**src/rtl/alu_ctrl_pkg.sv**
```systemverilog
// Shared encodings for the ALU control unit: opcode classes, R-type funct codes,
// ALU control words and the sequencing FSM states.
package alu_ctrl_pkg;

    localparam logic [2:0] OP_ADD   = 3'b000;
    localparam logic [2:0] OP_SUB   = 3'b001;
    localparam logic [2:0] OP_RTYPE = 3'b010;
    localparam logic [2:0] OP_AND   = 3'b011;
    localparam logic [2:0] OP_OR    = 3'b100;
    localparam logic [2:0] OP_SLT   = 3'b111;

    localparam logic [5:0] FN_ADD = 6'b100000;
    localparam logic [5:0] FN_SUB = 6'b100010;
    localparam logic [5:0] FN_AND = 6'b100100;
    localparam logic [5:0] FN_OR  = 6'b100101;
    localparam logic [5:0] FN_XOR = 6'b100110;
    localparam logic [5:0] FN_SLT = 6'b101010;
    localparam logic [5:0] FN_SLL = 6'b000000;
    localparam logic [5:0] FN_SRL = 6'b000010;
    localparam logic [5:0] FN_MUL = 6'b011000;
    localparam logic [5:0] FN_DIV = 6'b011010;

    localparam logic [3:0] ALU_ADD     = 4'b0000;
    localparam logic [3:0] ALU_SUB     = 4'b0001;
    localparam logic [3:0] ALU_AND     = 4'b0010;
    localparam logic [3:0] ALU_OR      = 4'b0011;
    localparam logic [3:0] ALU_XOR     = 4'b0100;
    localparam logic [3:0] ALU_SLT     = 4'b0101;
    localparam logic [3:0] ALU_SLL     = 4'b0110;
    localparam logic [3:0] ALU_SRL     = 4'b0111;
    localparam logic [3:0] ALU_MUL     = 4'b1000;
    localparam logic [3:0] ALU_DIV     = 4'b1001;
    localparam logic [3:0] ALU_ILLEGAL = 4'b1111;

    typedef enum logic [1:0] {
        IDLE  = 2'b00,
        VALID = 2'b01,
        BUSY  = 2'b10
    } state_t;

    function automatic int max_int(input int a, input int b);
        return (a > b) ? a : b;
    endfunction

endpackage

```
**src/rtl/alu_ctrl_if.sv**
```systemverilog
// Handshake bundle between the ID-stage decoder (master) and the ALU control unit (slave).
interface alu_ctrl_if #(
    parameter int OPW = 3,
    parameter int FW  = 6,
    parameter int CW  = 4
);
    logic           in_valid;
    logic           in_ready;
    logic [OPW-1:0] alu_opcode;
    logic [FW-1:0]  funct;
    logic           out_valid;
    logic           out_ready;
    logic [CW-1:0]  alu_ctrl;
    logic           illegal;
    logic           busy;

    modport master (
        output in_valid, alu_opcode, funct, out_ready,
        input  in_ready, out_valid, alu_ctrl, illegal, busy
    );

    modport slave (
        input  in_valid, alu_opcode, funct, out_ready,
        output in_ready, out_valid, alu_ctrl, illegal, busy
    );
endinterface

```
**src/rtl/alu_ctrl_decode.sv**
```systemverilog
// Combinational decode of opcode class (and funct for R-type) into an ALU control word,
// flagging unknown encodings and the multi-cycle MUL/DIV operations.
module alu_ctrl_decode
    import alu_ctrl_pkg::*;
#(
    parameter int OPW = 3,
    parameter int FW  = 6,
    parameter int CW  = 4
) (
    input  logic [OPW-1:0] alu_opcode,
    input  logic [FW-1:0]  funct,
    output logic [CW-1:0]  alu_ctrl,
    output logic           illegal,
    output logic           is_mul,
    output logic           is_div
);

    logic [3:0] code;

    always_comb begin
        code    = ALU_ILLEGAL;
        illegal = 1'b1;
        is_mul  = 1'b0;
        is_div  = 1'b0;
        case (alu_opcode)
            OPW'(OP_ADD): begin code = ALU_ADD; illegal = 1'b0; end
            OPW'(OP_SUB): begin code = ALU_SUB; illegal = 1'b0; end
            OPW'(OP_AND): begin code = ALU_AND; illegal = 1'b0; end
            OPW'(OP_OR):  begin code = ALU_OR;  illegal = 1'b0; end
            OPW'(OP_SLT): begin code = ALU_SLT; illegal = 1'b0; end
            OPW'(OP_RTYPE): begin
                illegal = 1'b0;
                case (funct)
                    FW'(FN_ADD): code = ALU_ADD;
                    FW'(FN_SUB): code = ALU_SUB;
                    FW'(FN_AND): code = ALU_AND;
                    FW'(FN_OR):  code = ALU_OR;
                    FW'(FN_XOR): code = ALU_XOR;
                    FW'(FN_SLT): code = ALU_SLT;
                    FW'(FN_SLL): code = ALU_SLL;
                    FW'(FN_SRL): code = ALU_SRL;
                    FW'(FN_MUL): begin code = ALU_MUL; is_mul = 1'b1; end
                    FW'(FN_DIV): begin code = ALU_DIV; is_div = 1'b1; end
                    default:     illegal = 1'b1;
                endcase
            end
            default: ;
        endcase
    end

    assign alu_ctrl = CW'(code);

endmodule

```
**src/rtl/alu_ctrl_pipe.sv**
```systemverilog
// Registered ALU control stage: decodes on accept, holds the result until consumed,
// and stalls MUL/DIV for their fixed latency before presenting them.
module alu_ctrl_pipe
    import alu_ctrl_pkg::*;
#(
    parameter int OPW     = 3,
    parameter int FW      = 6,
    parameter int CW      = 4,
    parameter int MUL_LAT = 4,
    parameter int DIV_LAT = 8
) (
    input  logic       clk,
    input  logic       rst_n,
    input  logic       flush,
    alu_ctrl_if.slave  bus
);

    localparam int MAX_LAT = max_int(MUL_LAT, DIV_LAT);
    localparam int CNT_W   = (MAX_LAT > 1) ? $clog2(MAX_LAT) : 1;
    localparam logic [CNT_W-1:0] MUL_LOAD = CNT_W'(MUL_LAT - 1);
    localparam logic [CNT_W-1:0] DIV_LOAD = CNT_W'(DIV_LAT - 1);

    state_t           state_reg, state_next;
    logic [CNT_W-1:0] count_reg, count_next;
    logic [CW-1:0]    ctrl_reg, ctrl_next;
    logic             ill_reg, ill_next;

    logic [CW-1:0]    dec_ctrl;
    logic             dec_ill, dec_mul, dec_div;
    logic             accept;

    alu_ctrl_decode #(
        .OPW (OPW),
        .FW  (FW),
        .CW  (CW)
    ) u_decode (
        .alu_opcode (bus.alu_opcode),
        .funct      (bus.funct),
        .alu_ctrl   (dec_ctrl),
        .illegal    (dec_ill),
        .is_mul     (dec_mul),
        .is_div     (dec_div)
    );

    // out_ready only reaches in_ready while a result is being presented
    assign bus.in_ready  = (state_reg == IDLE) | ((state_reg == VALID) & bus.out_ready);
    assign bus.out_valid = (state_reg == VALID);
    assign bus.busy      = (state_reg == BUSY);
    assign bus.alu_ctrl  = ctrl_reg;
    assign bus.illegal   = ill_reg;
    assign accept        = bus.in_valid & bus.in_ready;

    always_ff @(posedge clk) begin
        if (!rst_n) begin
            state_reg <= IDLE;
            count_reg <= '0;
            ctrl_reg  <= '0;
            ill_reg   <= 1'b0;
        end else begin
            state_reg <= state_next;
            count_reg <= count_next;
            ctrl_reg  <= ctrl_next;
            ill_reg   <= ill_next;
        end
    end

    always_comb begin
        state_next = state_reg;
        count_next = count_reg;
        ctrl_next  = ctrl_reg;
        ill_next   = ill_reg;
        if (flush) begin
            state_next = IDLE;
            count_next = '0;
        end else if (accept) begin
            ctrl_next = dec_ctrl;
            ill_next  = dec_ill;
            if (dec_mul) begin
                state_next = BUSY;
                count_next = MUL_LOAD;
            end else if (dec_div) begin
                state_next = BUSY;
                count_next = DIV_LOAD;
            end else begin
                state_next = VALID;
                count_next = '0;
            end
        end else begin
            case (state_reg)
                VALID: if (bus.out_ready) state_next = IDLE;
                BUSY: begin
                    if (count_reg == '0) state_next = VALID;
                    else                 count_next = count_reg - CNT_W'(1);
                end
                IDLE:    ;
                default: state_next = IDLE;
            endcase
        end
    end

endmodule

```
**src/flat_wrapper.sv**
```systemverilog
// flat-port wrapper written by rule: the top's interface ports become plain ports
module alu_ctrl_pipe_flat import alu_ctrl_pkg::*;
#(
    parameter int OPW     = 3,
    parameter int FW      = 6,
    parameter int CW      = 4,
    parameter int MUL_LAT = 4,
    parameter int DIV_LAT = 8
)
  (clk, rst_n, flush, bus_in_valid, bus_alu_opcode, bus_funct, bus_out_ready, bus_in_ready, bus_out_valid, bus_alu_ctrl, bus_illegal, bus_busy);
  alu_ctrl_if #(.OPW(OPW), .FW(FW), .CW(CW)) bus_i ();
  input  logic clk;
  input  logic rst_n;
  input  logic flush;
  input wire logic [$bits(bus_i.in_valid)-1:0] bus_in_valid;
  input wire logic [$bits(bus_i.alu_opcode)-1:0] bus_alu_opcode;
  input wire logic [$bits(bus_i.funct)-1:0] bus_funct;
  input wire logic [$bits(bus_i.out_ready)-1:0] bus_out_ready;
  output wire logic [$bits(bus_i.in_ready)-1:0] bus_in_ready;
  output wire logic [$bits(bus_i.out_valid)-1:0] bus_out_valid;
  output wire logic [$bits(bus_i.alu_ctrl)-1:0] bus_alu_ctrl;
  output wire logic [$bits(bus_i.illegal)-1:0] bus_illegal;
  output wire logic [$bits(bus_i.busy)-1:0] bus_busy;
  assign bus_i.in_valid = bus_in_valid;
  assign bus_i.alu_opcode = bus_alu_opcode;
  assign bus_i.funct = bus_funct;
  assign bus_i.out_ready = bus_out_ready;
  assign bus_in_ready = bus_i.in_ready;
  assign bus_out_valid = bus_i.out_valid;
  assign bus_alu_ctrl = bus_i.alu_ctrl;
  assign bus_illegal = bus_i.illegal;
  assign bus_busy = bus_i.busy;
  alu_ctrl_pipe #(.OPW(OPW), .FW(FW), .CW(CW), .MUL_LAT(MUL_LAT), .DIV_LAT(DIV_LAT)) u_core (.clk(clk), .rst_n(rst_n), .flush(flush), .bus(bus_i));
endmodule
```
**config.mk**
```make
export PLATFORM = sky130hd
export DESIGN_NAME = alu_ctrl_pipe_flat
export DESIGN_NICKNAME = d
export VERILOG_FILES = /design/src/rtl/alu_ctrl_pkg.sv /design/src/rtl/alu_ctrl_if.sv /design/src/rtl/alu_ctrl_decode.sv /design/src/rtl/alu_ctrl_pipe.sv /design/src/flat_wrapper.sv
export SDC_FILE = /design/constraint.sdc
export NUM_CORES = 1
export LEC_CHECK = 0
export ABC_AREA = 0
export CAP_MARGIN = 20
export CORE_AREA = 2 2 41 43
export CTS_CLUSTER_DIAMETER = 200
export DETAILED_ROUTE_END_ITERATION = 8
export DIE_AREA = 0 0 43 45
export PLACE_DENSITY = 0.87
export SLEW_MARGIN = 20
export SYNTH_ARGS = -nofsm -noshare
export SYNTH_HDL_FRONTEND = slang
export SYNTH_SLANG_ARGS = --single-unit
export TNS_END_PERCENT = 10
```
**constraint.sdc**
```tcl
create_clock -name clk -period 2.87 [get_ports clk]
set_clock_uncertainty 0.15 [all_clocks]
set_input_delay 0.574 -clock clk [delete_from_list [all_inputs] [get_ports clk]]
set_output_delay 0.574 -clock clk [all_outputs]
set_load 0.005 [all_outputs]
```
==> flow_metrics.py, run 1 <==
metrics = {
    "run_status": {
        "outcome": "finished clean",
    },
    "global_route": {
        "first_global_vias": 645,
        "grt_max_degree": 11,
        "grt_pass1_wl_um": 2570,
        "antenna_found_initial": 0,
        "grt_overflow": 0,
        "track_usage_pct": 16.9,
    },
    "worst_setup_path": {
        "crit_chain": "clkdlybuf4s50_1, inv_1, a21oi_1, clkdlybuf4s50_1",
        "cp_top_family": "buffers and inverters",
        "cpMostUsedCell": "clkdlybuf4s50_1",
        "critPathMaxStageDelay_ns": 0.53,
        "worstSetupPathType": "in -> out",
        "cp.required_ns": 2.15,
        "cp_max_fo": 3,
        "cp_num_cells": 4,
        "slowest_stage": "clkdlybuf4s50_1",
        "cp-end-kind": "primary output",
        "reg2reg_depth": 5,
        "cp-start-kind": "input pin",
        "crit_arrival_ns": 1.86,
        "crit_buf_inv": 3,
    },
    "drt": {
        "ant_nets": 0,
        "drc": 0,
        "viasPerCell": 5.73,
        "detail_route.wl_per_cell_um": 11.7,
        "vias": 710,
        "routed_wl_um": 1450,
        "drtIter0Drc": 20,
        "drtPass1Iterations": 4,
    },
    "clocking": {
        "ctsLongestPathBuffers": 2,
        "htree_levels": 1,
        "cts_sinks": 10,
        "cts_tree": "built",
        "clk_latency_ns": 0.26,
        "root_buffer": "clkbuf_4",
        "hold_buffers": 0,
        "numCtsBuffers": 3,
        "cts_resized": 0,
        "clk_pin_slew_worst_paths_ns": 0.06,
        "post_cts_buffers": 0,
    },
    "final_layout": {
        "drive_above_1_share_pct": 9.26,
        "nNetsFinal": 125,
        "largest_register_ffs": 4,
        "syn_to_final_growth_pct": 40.8,
        "final_core_utilization_pct": 62.5,
        "antenna_cells": 0,
    },
    "power_and_ir_drop": {
        "leakagePower_nw": 0.338,
        "power_density_nw_per_um2": 377,
        "peakVddDrop_mv": 0.198,
    },
    "floorplan": {
        "coreArea_um2": 1470,
        "io_pins": 22,
        "die_w_um": 43,
        "start_util_pct": 44.4,
        "die_h_um": 45,
        "die_area_um2": 1940,
        "num_rows": 14,
    },
    "min_path": {
        "hold-path-cell-count": 2,
        "hold_path.class": "reg -> reg",
    },
    "logic_synthesis": {
        "yosys_warnings": 0,
        "synth_async_sr_flop_share_pct": 0,
        "syn_inst": 83,
        "syn_area_per_cell_um2": 7.87,
        "ys_ff_latch": 10,
        "syn_nets": 99,
        "synth_cell_types": 35,
        "ys_seq_area_share_pct": 30.7,
        "synth_flop_cell": "dfxtp_1",
        "synth_area_um2": 653,
        "synth-edff-count": 0,
    },
    "place": {
        "place_ws_ns": 0.284,
        "place_hpwl_um": 1160,
        "numPortBuffers": 21,
        "gp_congestion": 0.811,
    },
    "timing": {
        "worst_pin_slew_ns": 0.315,
        "timing.fmax_mhz": 387,
        "maxSlewViolCount": 0,
        "finalCriticalPeriod_ns": 2.58,
        "hold_violations": 0,
        "setup_ws_ns": 0.286,
        "setup-violations-final": 0,
        "rsz0062_at_grt": "false",
        "setup_tns_ns": 0,
        "finalCritPeriodShare_pct": 90.0,
        "max-slew-margin-rel_pct": 78.7,
    },
    "flow_run": {
        "cap_violations": 0,
    },
}
[final cells by class]
class	instances	area [um^2]
inverters	7	26.3
clock buffers	4	36.3
multi-input cells	66	427
repair buffers	21	210
fillers	145	552
well taps	16	20.0
flip-flops and latches	10	200
[worst min-delay path, stage by stage, from the launching register on]
cell and delay, ns:
dfxtp_1 0.31, nand2_1 0.05, o22ai_1 0.06
[placed cells by master, fill, tap and decap left out, types with 2 or more instances in the layout]
cell type and instances:
nand2_1 7, inv_1 6, nor2_1 6, or3_1 2, o21ai_1 2, dfxtp_1 10, o21a_1 2, o21ai_0 4
nor3_1 2, nor2b_1 4, nand3_1 2, a21oi_1 7, ha_1 2, o22ai_1 2, a31oi_1 4, clkbuf_4 3
clkdlybuf4s50_1 21, a211o_1 2
[kinds of logic after synthesis]
kind of cell / after synthesis / synth area share (%)
compound gates: 32 / 33.0
xor+xnor: 1 / 1.34
fa+ha+maj: 3 / 5.55
buf+inv: 7 / 4.02
flops: 10 / 30.7
simple gates: 30 / 25.5
[final timing paths]
kind,startpoint,endpoint,slack (ns)
max,bus_out_ready,bus_in_ready,0.29
min,u_core.bus.alu_ctrl[2]$_SDFFE_PN0P_,u_core.bus.alu_ctrl[2]$_SDFFE_PN0P_,0.32
max reg2reg,u_core.state_reg[1]$_SDFFE_PP0P_,u_core.bus.alu_ctrl[1]$_SDFFE_PN0P_,1.38
min reg2reg,u_core.bus.alu_ctrl[2]$_SDFFE_PN0P_,u_core.bus.alu_ctrl[2]$_SDFFE_PN0P_,0.32
[power breakdown]
part           internal [mW]  switching, mW
clock network         0.0769         0.0473
registers              0.145        0.00366
logic                 0.0417         0.0326
[routing by layer]
layer / global-route usage [%] / vias to the layer above / routed length [um]
met5: 0 / - / 0
met4: 5.45 / 0 / 0
met3: 4.00 / 0 / 84
met2: 28.8 / 19 / 717
met1: 21.3 / 326 / 652
li1: - / 365 / -
[synthesized netlist by cell type, types with 2 or more instances]
cell type	number	area share, %
nand2_1	7	4.0
o21a_1	2	2.3
a211o_1	2	2.7
nand3_1	2	1.5
a31oi_1	4	3.8
nor3_1	2	1.5
o21ai_1	2	1.5
o21ai_0	4	3.1
a21oi_1	7	5.4
nor2_1	6	3.4
or3_1	2	1.9
o22ai_1	2	1.9
ha_1	2	3.8
nor2b_1	4	3.8
inv_1	6	3.4
dfxtp_1	10	31
[per-stage QoR]
stage               hold WS, ns  std cells  instance area (um^2)  power (mW)
global route              0.339        124                   920       0.366
finish                    0.325        124                   920       0.347
global placement          0.316        120                   883       0.224
floorplan                 0.313         83                   653       0.182
CTS                       0.330        124                   920       0.350
detailed placement        0.313        120                   883       0.225
Note: power is estimated with default switching activity, not from simulation.
==> run 2: changes to the inputs <==
--- a/config.mk
+++ b/config.mk
@@ -12,6 +12,7 @@
 export DETAILED_ROUTE_END_ITERATION = 8
 export DIE_AREA = 0 0 43 45
 export PLACE_DENSITY = 0.87
+export SETUP_SLACK_MARGIN = 0.5
 export SLEW_MARGIN = 20
 export SYNTH_ARGS = -nofsm -noshare
 export SYNTH_HDL_FRONTEND = slang
==> flow_metrics.py, run 2 (synthesis gave the netlist of run 1 again) <==
metrics = {
    "worst_setup_path": {
        "cp.required_ns": 2.15,
        "reg2reg_depth": 5,
        "cp_max_fo": 3,
        "worst-r2r-setup-slack_ns": 1.37,
        "cp-start-kind": "input pin",
        "critPathCapture": "bus_in_ready",
        "crit_path_start": "bus_out_ready",
        "worstSetupPathType": "in -> out",
        "worstReg2RegStart": "u_core.state_reg[1]$_SDFFE_PP0P_",
        "rr_endpoint": "u_core.bus.alu_ctrl[1]$_SDFFE_PN0P_",
        "cp-end-kind": "primary output",
        "crit_arrival_ns": 1.55,
    },
    "floorplan": {
        "num_rows": 14,
        "die_w_um": 43,
        "io_pins": 22,
        "coreArea_um2": 1470,
        "die_h_um": 45,
        "die_area_um2": 1940,
        "start_util_pct": 44.4,
    },
    "final_layout": {
        "drive_above_1_share_pct": 10.2,
        "nNetsFinal": 125,
        "final_cell_mix": "clkdlybuf4s50_1, dfxtp_1, nand2_1",
        "largest_register_ffs": 4,
        "final_common_cell": "clkdlybuf4s50_1",
        "n_fill_cell": 144,
        "antenna_cells": 0,
        "syn_to_final_growth_pct": 41.2,
    },
    "clocking": {
        "htree_levels": 1,
        "numCtsBuffers": 3,
        "ctsLongestPathBuffers": 2,
        "cts_resized": 2,
        "hold_buffers": 0,
        "cts_tree": "built",
        "root_buffer": "clkbuf_4",
        "post_cts_buffers": 0,
        "cts_sinks": 10,
        "clk_pin_slew_worst_paths_ns": 0.06,
        "clk_latency_ns": 0.26,
    },
    "drt": {
        "detail_route.wl_per_cell_um": 11.7,
        "routed_wl_um": 1460,
        "vias": 709,
        "drtIter0Drc": 20,
        "drc": 0,
        "drtPass1Iterations": 4,
        "ant_nets": 0,
        "viasPerCell": 5.72,
    },
    "global_route": {
        "grt_max_degree": 11,
        "grt_pass1_wl_um": 2570,
        "first_global_vias": 644,
        "grt_overflow": 0,
        "track_usage_pct": 17.0,
        "antenna_found_initial": 0,
    },
    "timing": {
        "hold_violations": 0,
        "holdWs_ns": 0.325,
        "timing.fmax_mhz": 439,
        "finalCritPeriodShare_pct": 79.3,
        "finalCriticalPeriod_ns": 2.28,
        "maxSlewViolCount": 0,
        "setup-violations-final": 0,
        "worst_pin_slew_ns": 0.315,
        "setup_tns_ns": 0,
        "rsz0062_at_grt": "false",
        "max-slew-margin-rel_pct": 78.7,
    },
    "place": {
        "place_hpwl_um": 1160,
        "gp_congestion": 0.811,
        "numPortBuffers": 21,
    },
    "min_path": {
        "hold_path.class": "reg -> reg",
        "hold-path-cell-count": 2,
    },
    "run_status": {
        "outcome": "finished clean",
    },
    "flow_run": {
        "cap_violations": 0,
    },
    "power_and_ir_drop": {
        "leakagePower_nw": 0.340,
        "peakVddDrop_mv": 0.198,
        "power_density_nw_per_um2": 376,
    },
}
-- run 2: worst min-delay path by stage --
stage	slack, ns	startpoint	to
2_1_floorplan	0.31	u_core.bus.alu_ctrl[1]$_SDFFE_PN0P_	u_core.bus.alu_ctrl[1]$_SDFFE_PN0P_
3_3_place_gp	0.32	u_core.bus.alu_ctrl[2]$_SDFFE_PN0P_	u_core.bus.alu_ctrl[2]$_SDFFE_PN0P_
3_5_place_dp	0.31	u_core.bus.alu_ctrl[2]$_SDFFE_PN0P_	u_core.bus.alu_ctrl[2]$_SDFFE_PN0P_
4_1_cts	0.33	u_core.bus.alu_ctrl[2]$_SDFFE_PN0P_	u_core.bus.alu_ctrl[2]$_SDFFE_PN0P_
5_1_grt	0.34	u_core.bus.alu_ctrl[2]$_SDFFE_PN0P_	u_core.bus.alu_ctrl[2]$_SDFFE_PN0P_
6_report	0.32	u_core.bus.alu_ctrl[2]$_SDFFE_PN0P_	u_core.bus.alu_ctrl[2]$_SDFFE_PN0P_
-- run 2: power breakdown --
group / leakage, nW / internal, mW / switching (mW)
clock network: 0.0210 / 0.0769 / 0.0475
logic: 0.237 / 0.0413 / 0.0327
registers: 0.0816 / 0.145 / 0.00375
total: 0.340 / 0.263 / 0.0840
-- run 2: per-stage QoR --
stage          util (%)  area, um^2  setup slack [ns]  power (mW)  instances
2_1_floorplan         -         653              1.17       0.182         83
3_3_place_gp       60.0         883             0.326       0.224        120
3_5_place_dp       60.0         883             0.284       0.225        120
4_1_cts            62.7         922             0.590       0.350        124
5_1_grt            62.7         922             0.514       0.365        124
6_report           62.7         922             0.593       0.347        124
-- run 2: area by class of cell --
type | instances | area [um^2] | share of cell area (%)
Clock buffer | 4 | 36.3 | 3.93
Tap cell | 16 | 20.0 | 2.17
Inverter | 7 | 26.3 | 2.85
Sequential cell | 10 | 200 | 21.7
Multi-Input combinational cell | 66 | 430 | 46.7
Timing Repair Buffer | 21 | 209 | 22.7
-- run 2: worst max-delay path, cell delays in order --
cell and delay [ns]:
dlygate4sd2_1 0.25, inv_1 0.07, a21oi_2 0.15, clkdlybuf4s50_1 0.51
-- run 2: layer usage --
metal  global-route usage (%)  routed length (um)  vias up  share of wire [%]
li1                         -                   -      365                  -
met3                     4.00                  80        0                5.5
met1                     21.1                 645      327                 44
met4                     5.45                   0        0                  0
met2                     29.4                 730       17                 50
met5                        0                   0        -                  0
==> run 3: changes to the inputs <==
--- a/config.mk
+++ b/config.mk
@@ -7,11 +7,11 @@
 export LEC_CHECK = 0
 export ABC_AREA = 0
 export CAP_MARGIN = 20
-export CORE_AREA = 2 2 41 43
+export CORE_AREA = 2 2 42 44
 export CTS_CLUSTER_DIAMETER = 200
 export DETAILED_ROUTE_END_ITERATION = 8
-export DIE_AREA = 0 0 43 45
-export PLACE_DENSITY = 0.87
+export DIE_AREA = 0 0 44 46
+export PLACE_DENSITY = 0.83
 export SETUP_SLACK_MARGIN = 0.5
 export SLEW_MARGIN = 20
 export SYNTH_ARGS = -nofsm -noshare
==> constraint.sdc (replaced) <==
create_clock -name clk -period 2.28 [get_ports clk]
set_clock_uncertainty 0.15 [all_clocks]
set_input_delay 0.456 -clock clk [delete_from_list [all_inputs] [get_ports clk]]
set_output_delay 0.456 -clock clk [all_outputs]
set_load 0.005 [all_outputs]
==> flow_metrics.py, run 3 (synthesis gave the netlist of run 1 again) <==
metrics = {
    "clocking": {
        "cts_tree": "built",
        "ctsLongestPathBuffers": 2,
        "numCtsBuffers": 3,
        "clk_latency_ns": 0.27,
        "cts_sinks": 10,
        "hold_buffers": 0,
        "htree_levels": 1,
        "root_buffer": "clkbuf_4",
        "clk_pin_slew_worst_paths_ns": 0.07,
    },
    "flow_run": {
        "cap_violations": 0,
    },
    "global_route": {
        "grt_overflow": 0,
        "first_global_vias": 723,
        "track_usage_pct": 19.9,
        "use_met1_pct": 19.9,
        "met2_usage_pct": 36.5,
        "busiest_layer": "met2",
        "grt_max_degree": 11,
        "antenna_found_initial": 0,
        "gr-usage-met3_pct": 5.16,
        "grt_pass1_wl_um": 2880,
    },
    "floorplan": {
        "die_h_um": 46,
        "coreArea_um2": 1610,
        "die_w_um": 44,
        "io_pins": 22,
        "start_util_pct": 40.5,
        "num_rows": 15,
        "die_area_um2": 2020,
    },
    "final_layout": {
        "nNetsFinal": 133,
        "final_common_cell": "clkdlybuf4s50_1",
        "antenna_cells": 0,
        "final_cell_count_no_fill": 133,
        "syn_to_final_growth_pct": 51.9,
        "final_cell_mix": "clkdlybuf4s50_1, buf_4, dfxtp_1",
        "largest_register_ffs": 4,
        "drive_above_1_share_pct": 20.7,
    },
    "drt": {
        "vias": 766,
        "drc": 0,
        "drtPass1Iterations": 4,
        "detail_route.wl_per_cell_um": 13.1,
        "drtIter0Drc": 16,
        "ant_nets": 0,
        "routed_wl_um": 1750,
        "viasPerCell": 5.76,
    },
    "timing": {
        "hold_violations": 0,
        "maxSlewViolCount": 0,
        "max-slew-margin-rel_pct": 77.0,
        "finalCritPeriodShare_pct": 82.6,
        "timing.fmax_mhz": 531,
        "setup-violations-final": 0,
        "setup_tns_ns": 0,
        "setup_ws_ns": 0.397,
        "holdWs_ns": 0.329,
        "rsz0062_at_grt": "true",
        "finalCriticalPeriod_ns": 1.88,
        "worst_pin_slew_ns": 0.345,
    },
    "worst_setup_path": {
        "slowest_stage": "clkdlybuf4s50_1",
        "cp.required_ns": 1.67,
        "worstSetupPathType": "in -> out",
        "critPathMaxStageDelay_ns": 0.48,
        "cp-end-kind": "primary output",
        "crit_chain": "clkdlybuf4s50_1, inv_1, a21oi_2, buf_2",
        "crit_arrival_ns": 1.28,
        "cp_max_fo": 2,
        "cp-start-kind": "input pin",
    },
    "run_status": {
        "outcome": "finished clean",
    },
    "place": {
        "numPortBuffers": 21,
        "place_hpwl_um": 1350,
        "placed_cells": 126,
        "gp_congestion": 0.818,
        "place_ws_ns": -0.0130,
    },
    "power_and_ir_drop": {
        "peakVddDrop_mv": 0.294,
        "leakagePower_nw": 0.409,
        "power_density_nw_per_um2": 457,
        "total_power_mw": 0.454,
    },
    "min_path": {
        "hold_path.class": "reg -> reg",
    },
}
## run 3: changes by cell type in the layout (fill, tap and decap cells not counted), moves of 2 or more
cell	change
dfxtp_1	-2
dlymetal6s2s_1	+2
buf_4	+8
clkdlybuf4s50_1	-4
## run 3: critical path: cells and delay by family
kind            cells  cell delay [ns]
compound gates      1             0.15
buf+inv             3             0.66
## run 3: layout make-up
class	instances	area [um^2]
multi-input cells	66	435
clock buffers	4	36.3
well taps	17	21.3
fillers	144	622
inverters	7	26.3
flip-flops and latches	10	205
repair buffers	29	268
## run 3: repair_timing
item                                    CTS  global route
resized for setup                        10             4
gates cloned                              0             0
setup buffers                             3             0
endpoints found under the setup margin   13            12
## run 3: final timing paths
| path | start | to | slack [ns] | cells past startpoint |
|---|---|---|---|---|
| worst min-delay path | u_core.bus.alu_ctrl[1]$_SDFFE_PN0P_ | u_core.bus.alu_ctrl[1]$_SDFFE_PN0P_ | 0.33 | 2 |
| worst max-delay path | bus_out_ready | bus_in_ready | 0.40 | 4 |
| worst max register to register | u_core.state_reg[1]$_SDFFE_PP0P_ | u_core.bus.alu_ctrl[1]$_SDFFE_PN0P_ | 0.82 | 5 |
| worst min register to register | u_core.bus.alu_ctrl[1]$_SDFFE_PN0P_ | u_core.bus.alu_ctrl[1]$_SDFFE_PN0P_ | 0.33 | 2 |
## run 3: power breakdown
group	internal [mW]	switching (mW)
Combinational	0.0572	0.0460
Sequential	0.181	0.00438
Clock	0.0971	0.0683
## run 3: routing by layer
layer | share of wire, % | vias to the layer above
met5 | 0 | -
met4 | 3.7 | 0
met3 | 5.0 | 9
met2 | 52 | 31
met1 | 40 | 348
li1 | - | 378
## run 3: per-stage QoR
| step | util, % | area (um^2) |
|---|---|---|
| after floorplan | - | 653 |
| after global placement | 57.1 | 922 |
| after detailed placement | 57.1 | 922 |
| after CTS | 60.9 | 982 |
| after global routing | 61.5 | 992 |
| final | 61.5 | 992 |
